## src/rtl/rv_decode_stage_if.sv

```systemverilog
// ---------------------------------------------------------------------------
// rv_decode_stage_if
// Bus bundle between the fetch side, the decode stage and the execute side.
//   in_*  : {pc, inst} stream from the IFU, valid/ready handshake
//   out_* : decoded bundle stream towards the EXU, valid/ready handshake
// Modports:
//   slave  : the decode stage's view (consumes in_*, produces out_*)
//   master : the surrounding environment's view (IFU + EXU together)
// ---------------------------------------------------------------------------
interface rv_decode_stage_if #(
    parameter int XLEN = 32
);
    logic            in_valid;
    logic            in_ready;
    logic [XLEN-1:0] in_pc;
    logic [31:0]     in_inst;

    logic            out_valid;
    logic            out_ready;
    logic [XLEN-1:0] out_pc;
    logic [6:0]      out_opcode;
    logic [2:0]      out_func3;
    logic [6:0]      out_func7;
    logic [4:0]      out_rs1;
    logic [4:0]      out_rs2;
    logic [4:0]      out_rd;
    logic [XLEN-1:0] out_imm;
    logic [2:0]      out_fmt;
    logic            out_illegal;

    modport slave (
        input  in_valid, in_pc, in_inst, out_ready,
        output in_ready, out_valid, out_pc, out_opcode, out_func3, out_func7,
               out_rs1, out_rs2, out_rd, out_imm, out_fmt, out_illegal
    );

    modport master (
        output in_valid, in_pc, in_inst, out_ready,
        input  in_ready, out_valid, out_pc, out_opcode, out_func3, out_func7,
               out_rs1, out_rs2, out_rd, out_imm, out_fmt, out_illegal
    );
endinterface

```

## src/rtl/rv_decode_stage.sv

```systemverilog
// ---------------------------------------------------------------------------
// rv_decode_stage
// Registered RISC-V instruction decode stage between IFU and EXU.
// Decodes {pc, inst} into register fields, instruction format and a
// sign-extended XLEN-bit immediate with one cycle of latency. An optional
// 1-entry skid register keeps full throughput under back-pressure.
// Ports:
//   clk   : clock
//   rst   : synchronous active-high reset (dominates flush)
//   flush : synchronous squash of every held instruction, including one
//           accepted in the same cycle
//   bus   : rv_decode_stage_if.slave, input stream + decoded output stream
// Parameters:
//   XLEN    : 32 or 64, width of pc and immediate
//   SKID_EN : 1 = skid register (in_ready = !skid_valid, registered)
//             0 = no skid (in_ready = !out_valid | out_ready)
// ---------------------------------------------------------------------------
module rv_decode_stage #(
    parameter int XLEN    = 32,
    parameter bit SKID_EN = 1'b1
) (
    input  logic               clk,
    input  logic               rst,
    input  logic               flush,
    rv_decode_stage_if.slave   bus
);
    localparam logic [2:0] FMT_R = 3'd0;
    localparam logic [2:0] FMT_I = 3'd1;
    localparam logic [2:0] FMT_S = 3'd2;
    localparam logic [2:0] FMT_B = 3'd3;
    localparam logic [2:0] FMT_U = 3'd4;
    localparam logic [2:0] FMT_J = 3'd5;

    // Register fields are sliced from the stored instruction word, so only
    // the parts that need real decode logic are kept separately.
    typedef struct packed {
        logic [XLEN-1:0] pc;
        logic [31:0]     inst;
        logic [XLEN-1:0] imm;
        logic [2:0]      fmt;
        logic            illegal;
    } bundle_t;

    bundle_t dec_next;
    bundle_t out_reg;
    bundle_t skid_reg;
    logic    out_valid_reg;
    logic    skid_valid_reg;

    logic        accept;
    logic        out_fire;
    logic [31:0] inst;
    logic [6:0]  opcode;
    logic signed [31:0] imm32;

    assign inst     = bus.in_inst;
    assign opcode   = inst[6:0];
    assign accept   = bus.in_valid & bus.in_ready;
    assign out_fire = out_valid_reg & bus.out_ready;

    // Combinational decode of the incoming word. The immediate is built at
    // 32 bits and sign-extended once to XLEN; for U-type this extends from
    // bit 31, which is what RV64 requires.
    always_comb begin
        dec_next         = '0;
        dec_next.pc      = bus.in_pc;
        dec_next.inst    = inst;
        dec_next.fmt     = FMT_R;
        dec_next.illegal = 1'b0;
        imm32            = '0;

        case (opcode)
            7'b0010011, 7'b0000011, 7'b1100111, 7'b1110011: dec_next.fmt = FMT_I;
            7'b0100011: dec_next.fmt = FMT_S;
            7'b1100011: dec_next.fmt = FMT_B;
            7'b0110111, 7'b0010111: dec_next.fmt = FMT_U;
            7'b1101111: dec_next.fmt = FMT_J;
            7'b0110011: dec_next.fmt = FMT_R;
            // OP-IMM-32 / OP-32 exist only on RV64
            7'b0011011: begin
                if (XLEN == 64) dec_next.fmt = FMT_I;
                else            dec_next.illegal = 1'b1;
            end
            7'b0111011: begin
                if (XLEN != 64) dec_next.illegal = 1'b1;
            end
            default: dec_next.illegal = 1'b1;
        endcase

        if (inst[1:0] != 2'b11) dec_next.illegal = 1'b1;

        if (!dec_next.illegal) begin
            case (dec_next.fmt)
                FMT_I:   imm32 = 32'($signed(inst[31:20]));
                FMT_S:   imm32 = 32'($signed({inst[31:25], inst[11:7]}));
                FMT_B:   imm32 = 32'($signed({inst[31], inst[7], inst[30:25], inst[11:8], 1'b0}));
                FMT_U:   imm32 = $signed({inst[31:12], 12'b0});
                FMT_J:   imm32 = 32'($signed({inst[31], inst[19:12], inst[20], inst[30:21], 1'b0}));
                default: imm32 = '0;
            endcase
        end
        dec_next.imm = XLEN'(imm32);
    end

    generate
        if (SKID_EN) begin : g_skid_ready
            assign bus.in_ready = !skid_valid_reg;
        end else begin : g_pass_ready
            assign bus.in_ready = !out_valid_reg | bus.out_ready;
        end
    endgenerate

    always_ff @(posedge clk) begin
        if (rst) begin
            out_reg        <= '0;
            skid_reg       <= '0;
            out_valid_reg  <= 1'b0;
            skid_valid_reg <= 1'b0;
        end else if (flush) begin
            out_valid_reg  <= 1'b0;
            skid_valid_reg <= 1'b0;
        end else if (out_fire || !out_valid_reg) begin
            // Output register is free this cycle: the skid entry is older
            // than anything on the input, so it goes first. in_ready is low
            // while the skid is full, so no input can arrive alongside it.
            if (skid_valid_reg) begin
                out_reg        <= skid_reg;
                out_valid_reg  <= 1'b1;
                skid_valid_reg <= 1'b0;
            end else if (accept) begin
                out_reg       <= dec_next;
                out_valid_reg <= 1'b1;
            end else begin
                out_valid_reg <= 1'b0;
            end
        end else if (SKID_EN && accept) begin
            // Output stalled: park the new instruction in the skid.
            skid_reg       <= dec_next;
            skid_valid_reg <= 1'b1;
        end
    end

    assign bus.out_valid   = out_valid_reg;
    assign bus.out_pc      = out_reg.pc;
    assign bus.out_opcode  = out_reg.inst[6:0];
    assign bus.out_func3   = out_reg.inst[14:12];
    assign bus.out_func7   = out_reg.inst[31:25];
    assign bus.out_rs1     = out_reg.inst[19:15];
    assign bus.out_rs2     = out_reg.inst[24:20];
    assign bus.out_rd      = out_reg.inst[11:7];
    assign bus.out_imm     = out_reg.imm;
    assign bus.out_fmt     = out_reg.fmt;
    assign bus.out_illegal = out_reg.illegal;
endmodule
```

## src/flat_wrapper.sv

```systemverilog
// flat-port wrapper written by rule: the top's interface ports become plain ports
module rv_decode_stage_flat 
#(
    parameter int XLEN    = 32,
    parameter bit SKID_EN = 1'b1
)
  (clk, rst, flush, bus_in_valid, bus_in_pc, bus_in_inst, bus_out_ready, bus_in_ready, bus_out_valid, bus_out_pc, bus_out_opcode, bus_out_func3, bus_out_func7, bus_out_rs1, bus_out_rs2, bus_out_rd, bus_out_imm, bus_out_fmt, bus_out_illegal);
  rv_decode_stage_if #(.XLEN(XLEN)) bus_i ();
  input  logic clk;
  input  logic rst;
  input  logic flush;
  input wire logic [$bits(bus_i.in_valid)-1:0] bus_in_valid;
  input wire logic [$bits(bus_i.in_pc)-1:0] bus_in_pc;
  input wire logic [$bits(bus_i.in_inst)-1:0] bus_in_inst;
  input wire logic [$bits(bus_i.out_ready)-1:0] bus_out_ready;
  output wire logic [$bits(bus_i.in_ready)-1:0] bus_in_ready;
  output wire logic [$bits(bus_i.out_valid)-1:0] bus_out_valid;
  output wire logic [$bits(bus_i.out_pc)-1:0] bus_out_pc;
  output wire logic [$bits(bus_i.out_opcode)-1:0] bus_out_opcode;
  output wire logic [$bits(bus_i.out_func3)-1:0] bus_out_func3;
  output wire logic [$bits(bus_i.out_func7)-1:0] bus_out_func7;
  output wire logic [$bits(bus_i.out_rs1)-1:0] bus_out_rs1;
  output wire logic [$bits(bus_i.out_rs2)-1:0] bus_out_rs2;
  output wire logic [$bits(bus_i.out_rd)-1:0] bus_out_rd;
  output wire logic [$bits(bus_i.out_imm)-1:0] bus_out_imm;
  output wire logic [$bits(bus_i.out_fmt)-1:0] bus_out_fmt;
  output wire logic [$bits(bus_i.out_illegal)-1:0] bus_out_illegal;
  assign bus_i.in_valid = bus_in_valid;
  assign bus_i.in_pc = bus_in_pc;
  assign bus_i.in_inst = bus_in_inst;
  assign bus_i.out_ready = bus_out_ready;
  assign bus_in_ready = bus_i.in_ready;
  assign bus_out_valid = bus_i.out_valid;
  assign bus_out_pc = bus_i.out_pc;
  assign bus_out_opcode = bus_i.out_opcode;
  assign bus_out_func3 = bus_i.out_func3;
  assign bus_out_func7 = bus_i.out_func7;
  assign bus_out_rs1 = bus_i.out_rs1;
  assign bus_out_rs2 = bus_i.out_rs2;
  assign bus_out_rd = bus_i.out_rd;
  assign bus_out_imm = bus_i.out_imm;
  assign bus_out_fmt = bus_i.out_fmt;
  assign bus_out_illegal = bus_i.out_illegal;
  rv_decode_stage #(.XLEN(XLEN), .SKID_EN(SKID_EN)) u_core (.clk(clk), .rst(rst), .flush(flush), .bus(bus_i));
endmodule
```

## config.mk

```make
export PLATFORM = sky130hd
export DESIGN_NAME = rv_decode_stage_flat
export DESIGN_NICKNAME = d
export VERILOG_FILES = /design/src/rtl/rv_decode_stage_if.sv /design/src/rtl/rv_decode_stage.sv /design/src/flat_wrapper.sv
export SDC_FILE = /design/constraint.sdc
export NUM_CORES = 1
export LEC_CHECK = 0
export BUFFER_PORTS_ARGS = -buffer_cell sky130_fd_sc_hd__buf_2
export CORE_ASPECT_RATIO = 0.9
export CORE_MARGIN = 8
export CORE_UTILIZATION = 55
export DETAILED_ROUTE_END_ITERATION = 10
export GPL_TIMING_DRIVEN = 0
export MAX_ROUTING_LAYER = met4
export PLACE_DENSITY_LB_ADDON = 0.1
export SETUP_SLACK_MARGIN = 0.15
export SYNTH_ARGS = -nofsm -noshare
export SYNTH_HDL_FRONTEND = slang
export SYNTH_SLANG_ARGS = --single-unit
```

## constraint.sdc

```tcl
create_clock -name clk -period 2.7 [get_ports clk]
set_input_delay 0 -clock clk [delete_from_list [all_inputs] [get_ports clk]]
set_output_delay 0 -clock clk [all_outputs]
set_load 0.03 [all_outputs]
```

==> results of run 1 <==
==> layout by cell type, fill, tap and decap left out, types with 20 or more instances in the layout <==
master and count:
sky130_fd_sc_hd__a211oi_1 85, sky130_fd_sc_hd__a21oi_1 87, sky130_fd_sc_hd__buf_2 175, sky130_fd_sc_hd__clkbuf_1 61, sky130_fd_sc_hd__clkbuf_16 21, sky130_fd_sc_hd__dfxtp_1 202, sky130_fd_sc_hd__dlygate4sd3_1 69, sky130_fd_sc_hd__mux2i_1 65
sky130_fd_sc_hd__nand2_1 153, sky130_fd_sc_hd__nand3_1 20, sky130_fd_sc_hd__nor2_1 119, sky130_fd_sc_hd__o21ai_0 27
==> logic make-up (layout without fill, tap and decap cells) <==
| logic type | count (synthesis) | after routing | synth area share (%) |
|---|---|---|---|
| AO/OA/AOI/OAI | 273 | 273 | 22.3 |
| buffers and inverters | 92 | 365 | 6.09 |
| multiplexers | 65 | 65 | 7.36 |
| flip-flops | 202 | 202 | 45.8 |
| adder cells (fa/ha/maj) | 1 | 1 | 0.142 |
| AND/OR/NAND/NOR | 353 | 353 | 18.4 |
| other | 0 | 3 | 0 |
==> final timing paths <==
path	from	endpoint	slack, ns	cells past startpoint
setup reg to reg	u_core.skid_valid_reg	u_core.skid_reg[57]	0.35	6
hold reg to reg	u_core.skid_reg[15]	u_core.skid_reg[15]	0.45	2
hold / removal	bus_in_inst[4]	u_core.bus.out_opcode[4]	0.04	4
setup / recovery	bus_in_inst[5]	u_core.skid_reg[26]	0.22	12
==> metal layers <==
| layer | GRT usage [%] | part of all wire (%) |
|---|---|---|
| met1 | 33.5 | 45 |
| met2 | 40.2 | 46 |
| met5 | - | 0 |
| met3 | 3.93 | 7.0 |
| met4 | 7.23 | 2.2 |
==> report_power, final <==
group | internal (mW) | total [mW] | leakage, nW | switching [mW]
registers | 3.09 | 3.15 | 1.65 | 0.0575
logic | 0.335 | 0.937 | 2.18 | 0.602
clock network | 1.66 | 2.78 | 0.320 | 1.12
==> Yosys cell counts, types with 4 or more instances <==
library cell               count
sky130_fd_sc_hd__a311oi_2     12
sky130_fd_sc_hd__a32oi_1       6
sky130_fd_sc_hd__a221oi_1      5
sky130_fd_sc_hd__nand3_1      20
sky130_fd_sc_hd__a211oi_1     85
sky130_fd_sc_hd__mux2i_1      65
sky130_fd_sc_hd__clkbuf_8      7
sky130_fd_sc_hd__and2_1        8
sky130_fd_sc_hd__nand2b_1      4
sky130_fd_sc_hd__or3_1         7
sky130_fd_sc_hd__dfxtp_1     202
sky130_fd_sc_hd__buf_1         4
sky130_fd_sc_hd__buf_6        12
sky130_fd_sc_hd__nand3_2       4
sky130_fd_sc_hd__o211ai_1      4
sky130_fd_sc_hd__a21oi_1      87
sky130_fd_sc_hd__a211oi_2     12
sky130_fd_sc_hd__clkbuf_1     55
sky130_fd_sc_hd__o21ai_0      27
sky130_fd_sc_hd__or3_2         7
sky130_fd_sc_hd__nand2_1     153
sky130_fd_sc_hd__o21ai_1       9
sky130_fd_sc_hd__nor3_1        4
sky130_fd_sc_hd__buf_2         5
sky130_fd_sc_hd__nor2_1      119
sky130_fd_sc_hd__a22oi_1       5
sky130_fd_sc_hd__inv_1         4
==> worst max-delay path, cell delays in order <==
cell                            delay, ns
sky130_fd_sc_hd__buf_2               0.12
sky130_fd_sc_hd__dlygate4sd3_1       0.57
sky130_fd_sc_hd__clkbuf_8            0.17
sky130_fd_sc_hd__and4b_2             0.25
sky130_fd_sc_hd__o211ai_1            0.19
sky130_fd_sc_hd__ha_2                0.24
sky130_fd_sc_hd__nand2_1             0.08
sky130_fd_sc_hd__a22o_1              0.27
sky130_fd_sc_hd__a311oi_2            0.31
sky130_fd_sc_hd__buf_6               0.21
sky130_fd_sc_hd__nand3_1             0.17
sky130_fd_sc_hd__a311oi_2            0.30
==> stage by stage <==
stage / utilization (%) / area [µm²] / power, mW / hold WS [ns] / cells
after floorplan: - / 8840 / 3.76 / 0.0785 / 986
after global placement: 62.5 / 9950 / 4.05 / 0.239 / 1363
after detailed placement: 62.5 / 9950 / 4.06 / 0.244 / 1363
after CTS: 71.0 / 11300 / 6.89 / 0.0267 / 1466
after global routing: 71.1 / 11300 / 7.10 / 0.0894 / 1467
final: 71.2 / 11300 / 6.86 / 0.0369 / 1469
==> layout make-up <==
type | instances | area share [%]
Timing Repair Buffer | 239 | 13.6
Tap cell | 207 | 2.29
Inverter | 5 | 0.188
Antenna cell | 3 | 0.0663
Buffer | 87 | 4.56
Sequential cell | 202 | 35.7
Multi-Input combinational cell | 692 | 37.8
Clock buffer | 32 | 5.45
Clock inverter | 2 | 0.309
==> timing repair <==
item,in CTS,in global routing
resized for setup,0,4
endpoints found under the hold margin,178,0
hold buffers,69,0
setup endpoints to repair,0,34
==> results_dict.tcl, run 1 <==
set metrics [dict create \
    maxSlewViolCount 0 \
    leakage_power_nw 4.14 \
    grt_pass1_wl_um 41400 \
    max_freq_mhz 403 \
    post-cts-setup-buffers 0 \
    detail-route-antenna-nets 0 \
    avgRoutedWirePerCell_um 17.8 \
    timing.max_cap.violations 0 \
    row_count 44 \
    start_kind "input pin" \
    die-width_um 150 \
    boundaryPins 171 \
    netlist_top_cells_area "sky130_fd_sc_hd__dfxtp_1, sky130_fd_sc_hd__mux2i_1, sky130_fd_sc_hd__a211oi_1" \
    final_number_of_setup_violating_endpoints 0 \
    routed-via-count 8280 \
    worst-endpoint-required_ns 3.10 \
    cp.arrival_ns 2.88 \
    worstSetupEndpointType "flip-flop" \
    drive_gt1_share_pct 22.7 \
    finalWorstSetupSlack_ns 0.219 \
    initial_drt_markers 534 \
    drc 0 \
    grt_overflow 0 \
    grt_max_degree 14 \
    seqCellArea_um2 4040 \
    globalplace.congestion 0.867 \
    die-height_um 136 \
    area_occupied_by_multi_input_gates_um2 4280 \
    detailedPlace.worstSlack_ns -0.156 \
    ir_drop_mv 0.543 \
    max-slew-margin-rel_pct 26.8 \
    synth.yosys.seq_area_share_pct 45.8 \
    initial_core_util_pct 55.5 \
    avgSynthCellArea_um2 8.96 \
    final.fill_count 1305 \
    postSynth.asyncResetShare_pct 0 \
    largest_reg_flops 100 \
    clock_insertion_delay_worst_skew_ns 0.48 \
    tritoncts "built" \
    global_route.usage.total_pct 25.6 \
    setup.worst_path.class "input pin to flip-flop" \
    h-tree-depth 1 \
    cts_buffer_depth 3 \
    postSynthRegisterBits 202 \
    input_output_buffers 170 \
    cell_variety_after_synth 65 \
    finalHoldViolCount 0 \
    cp_max_fanout 10 \
    netlist_instances 986 \
    most_instantiated_flip_flop_cell_in_the_synthesis_netlist "sky130_fd_sc_hd__dfxtp_1" \
    design.final.nets 1318 \
    design.core.area_um2 15900 \
    worst_pin_slew_ns 1.09 \
    floorplan.die_area_um2 20400 \
    period_needed_ns 2.48 \
    avgViaCountPerCell 5.64 \
    root_buffer "sky130_fd_sc_hd__clkbuf_16" \
    power_density_nw_per_um2 606 \
    finalWirelength_um 26200 \
    status "completed" \
    netlist.area_leader.share_pct 45.8 \
    grt_antenna_before_repair 1 \
    cts_inserted_buffers 21 \
    grt_pass1_vias 7981 \
    hold_path.class "input pin to flip-flop" \
    synth_warnings 0 \
    clkTransAtPathRegs_ns 0.06 \
    final.setup.tns_ns 0 \
    dp.final_hpwl_um 18100 \
    grt_setup_unrepaired "true" \
    synth_net_count 1056 \
    cts_sinks 202 \
    area_grow_syn2layout_pct 28.2 \
    syn-cell-area_um2 8840 \
    drtPass1Iterations 5 \
    fin_crit_sh_pct 91.9 \
    finClkSkew_ns 0.00533 \
    synth.largest_area_cell "sky130_fd_sc_hd__dfxtp_1" \
    synth_enable_flop_cells 0 \
]
No activity file was read; power rests on OpenSTA's default activity.
==> inputs of run 2 (changes only) <==
- BUFFER_PORTS_ARGS: -buffer_cell sky130_fd_sc_hd__buf_2 -> not set
- CELL_PAD_IN_SITES_DETAIL_PLACEMENT: not set -> 1
- CELL_PAD_IN_SITES_GLOBAL_PLACEMENT: not set -> 1
- CORE_UTILIZATION: 55 -> 48
- DONT_BUFFER_PORTS: not set -> 1
- clock period: 2.7 -> 2.8 ns (I/O delays scaled with it)
==> run 2 against run 1 <==
Design area decreased by 6.2%. Power about the same. Sequential share of layout area up 2.3 points. Worst hold slack worse by 0.0056 ns. Utilization fell by 13 points. Clock skew up 0.0072 ns. Flip-flop and latch count stayed put. Die area up 13%. Global-route usage is 0.48 points higher. Clock power grew 9.0%. Non-clock buffer count down 166. Combinational power fell by 38%. Critical path type unchanged. Largest cell class unchanged.
==> results_dict.tcl, run 2 (synthesis results as in run 1) <==
set metrics [dict create \
    most-common-layout-cells "sky130_fd_sc_hd__dfxtp_1, sky130_fd_sc_hd__nand2_1, sky130_fd_sc_hd__nor2_1" \
    clkTransAtPathRegs_ns 0.07 \
    setup.worst_path.class "input pin to flip-flop" \
    drtPass1Iterations 4 \
    cts_buffer_depth 3 \
    cpLargestDelayFamily "compound AO/OA/AOI/OAI gates" \
    final_number_of_setup_violating_endpoints 0 \
    design.final.nets 1153 \
    grt_antenna_before_repair 1 \
    worst-endpoint-required_ns 3.20 \
    cp.arrival_ns 2.90 \
    final.fill_count 2121 \
    max-slew-margin-rel_pct 32.4 \
    power_density_nw_per_um2 646 \
    drc 0 \
    timing.max_cap.violations 0 \
    grt_overflow 0 \
    mostFrequentLayoutCell "sky130_fd_sc_hd__dfxtp_1" \
    globalplace.congestion 0.804 \
    die-width_um 159 \
    design.core.area_um2 18200 \
    status "completed" \
    timing.critical_path.cells "dlygate4sd3_1, buf_6, and4b_2, o211ai_1, ha_1, nand2_1, a22o_1, a311oi_2, buf_6, nand3_1, a311oi_2" \
    cts_sinks 202 \
    root_buffer "sky130_fd_sc_hd__clkbuf_16" \
    grt_pass1_wl_um 46700 \
    h-tree-depth 1 \
    grt_max_degree 15 \
    area_grow_syn2layout_pct 20.3 \
    path_buf_inv 3 \
    drive_gt1_share_pct 11.5 \
    maxSlewViolCount 0 \
    avgViaCountPerCell 5.79 \
    cts_inserted_buffers 22 \
    grt_setup_unrepaired "false" \
    critical-path-slowest-cell "sky130_fd_sc_hd__dlygate4sd3_1" \
    row_count 47 \
    start_kind "input pin" \
    initial_core_util_pct 48.5 \
    finalWirelength_um 30000 \
    slowest_delay_ns 0.57 \
    global_route.usage.total_pct 26.1 \
    worst_pin_slew_ns 1.01 \
    area_occupied_by_multi_input_gates_um2 4260 \
    avgRoutedWirePerCell_um 22.3 \
    floorplan.die_area_um2 23000 \
    hold_path.class "input pin to flip-flop" \
    post-layout-total-power_mw 6.86 \
    finClkSkew_ns 0.0125 \
    input_output_buffers 0 \
    detail-route-antenna-nets 0 \
    dp.final_hpwl_um 20300 \
    period_needed_ns 2.49 \
    grt_pass1_vias 8315 \
    largest_reg_flops 100 \
    ir_drop_mv 0.452 \
    tritoncts "built" \
    finalHoldViolCount 0 \
    leakage_power_nw 3.42 \
    placed_cells 1231 \
    worstSetupEndpointType "flip-flop" \
    die-height_um 145 \
    max_freq_mhz 401 \
    initial_drt_markers 346 \
    clock_insertion_delay_worst_skew_ns 0.51 \
    fin_cells 1343 \
    fin_crit_sh_pct 89.0 \
    cp_max_fanout 10 \
    seqCellArea_um2 4040 \
    routed-via-count 7771 \
    setup.reg_to_reg.worst_slack_ns 0.32 \
    post_layout_utilization_of_the_core_pct 58.3 \
    boundaryPins 171 \
]
## run 2: changes by cell type in the layout (fill, tap and decap cells not counted), moves of 2 or more
cell	before	now
sky130_fd_sc_hd__buf_2	175	5
sky130_fd_sc_hd__buf_4	0	3
sky130_fd_sc_hd__bufinv_16	1	3
sky130_fd_sc_hd__clkbuf_1	61	57
sky130_fd_sc_hd__clkbuf_16	21	23
sky130_fd_sc_hd__clkbuf_8	12	9
sky130_fd_sc_hd__clkinv_2	1	5
sky130_fd_sc_hd__clkinvlp_4	0	2
sky130_fd_sc_hd__diode_2	3	1
sky130_fd_sc_hd__dlygate4sd3_1	69	71
## run 2: final cells by class
type	instances	share of cell area, %
Inverter	5	0.200
Buffer	86	4.84
Sequential cell	202	38.1
Antenna cell	1	0.0235
Clock buffer	28	5.78
Tap cell	245	2.88
Timing Repair Buffer	74	6.90
Clock inverter	10	1.22
Multi-Input combinational cell	692	40.1
## run 2: worst paths after layout
path | cells past startpoint | start | endpoint
hold reg to reg | 2 | u_core.skid_reg[15] | u_core.skid_reg[15]
setup / recovery | 11 | bus_in_inst[6] | u_core.skid_reg[32]
hold / removal | 6 | bus_in_inst[3] | u_core.bus.out_imm[11]
setup reg to reg | 7 | u_core.bus.out_valid | u_core.bus.out_fmt[0]
## run 2: through the flow
stage / setup TNS (ns) / area, µm² / hold slack, ns / worst slack, ns
after floorplan: 0 / 8840 / 0.0785 / 0.558
after global placement: -0.0133 / 9140 / 0.0811 / -0.0133
after detailed placement: -0.0476 / 9140 / 0.0834 / -0.0275
after CTS: 0 / 10600 / 0.0157 / 0.184
after global routing: 0 / 10600 / 0.0533 / 0.130
final: 0 / 10600 / 0.0313 / 0.308
## run 2: where the power goes
part           total (mW)  internal [mW]  switching (mW)  leakage [nW]
Combinational       0.582          0.230           0.353          1.41
Clock                3.03           1.82            1.21         0.364
Sequential           3.25           2.98           0.269          1.65
Total                6.86           5.03            1.83          3.42
## run 2: tightest hold or removal path, stage by stage
cell and delay [ns]:
sky130_fd_sc_hd__buf_6 0.11, sky130_fd_sc_hd__nand2b_1 0.07, sky130_fd_sc_hd__o41ai_2 0.12, sky130_fd_sc_hd__nor3_1 0.06, sky130_fd_sc_hd__o31ai_1 0.07, sky130_fd_sc_hd__a21oi_1 0.06
## run 2: repair_timing
item / in CTS / in global routing
cloned: 0 / 0
hold buffers: 71 / 0
endpoints found under the hold margin: 197 / 0
pin swaps: 0 / 2
setup buffers: 0 / 3
gates resized for setup: 1 / 2
endpoints found under the setup margin: 10 / 35
## run 2: layer usage
| metal | part of all wire (%) | global-route usage [%] |
|---|---|---|
| met1 | 43 | 32.0 |
| met2 | 47 | 42.9 |
| met3 | 7.0 | 6.19 |
| met4 | 2.3 | 6.79 |
| met5 | 0 | - |
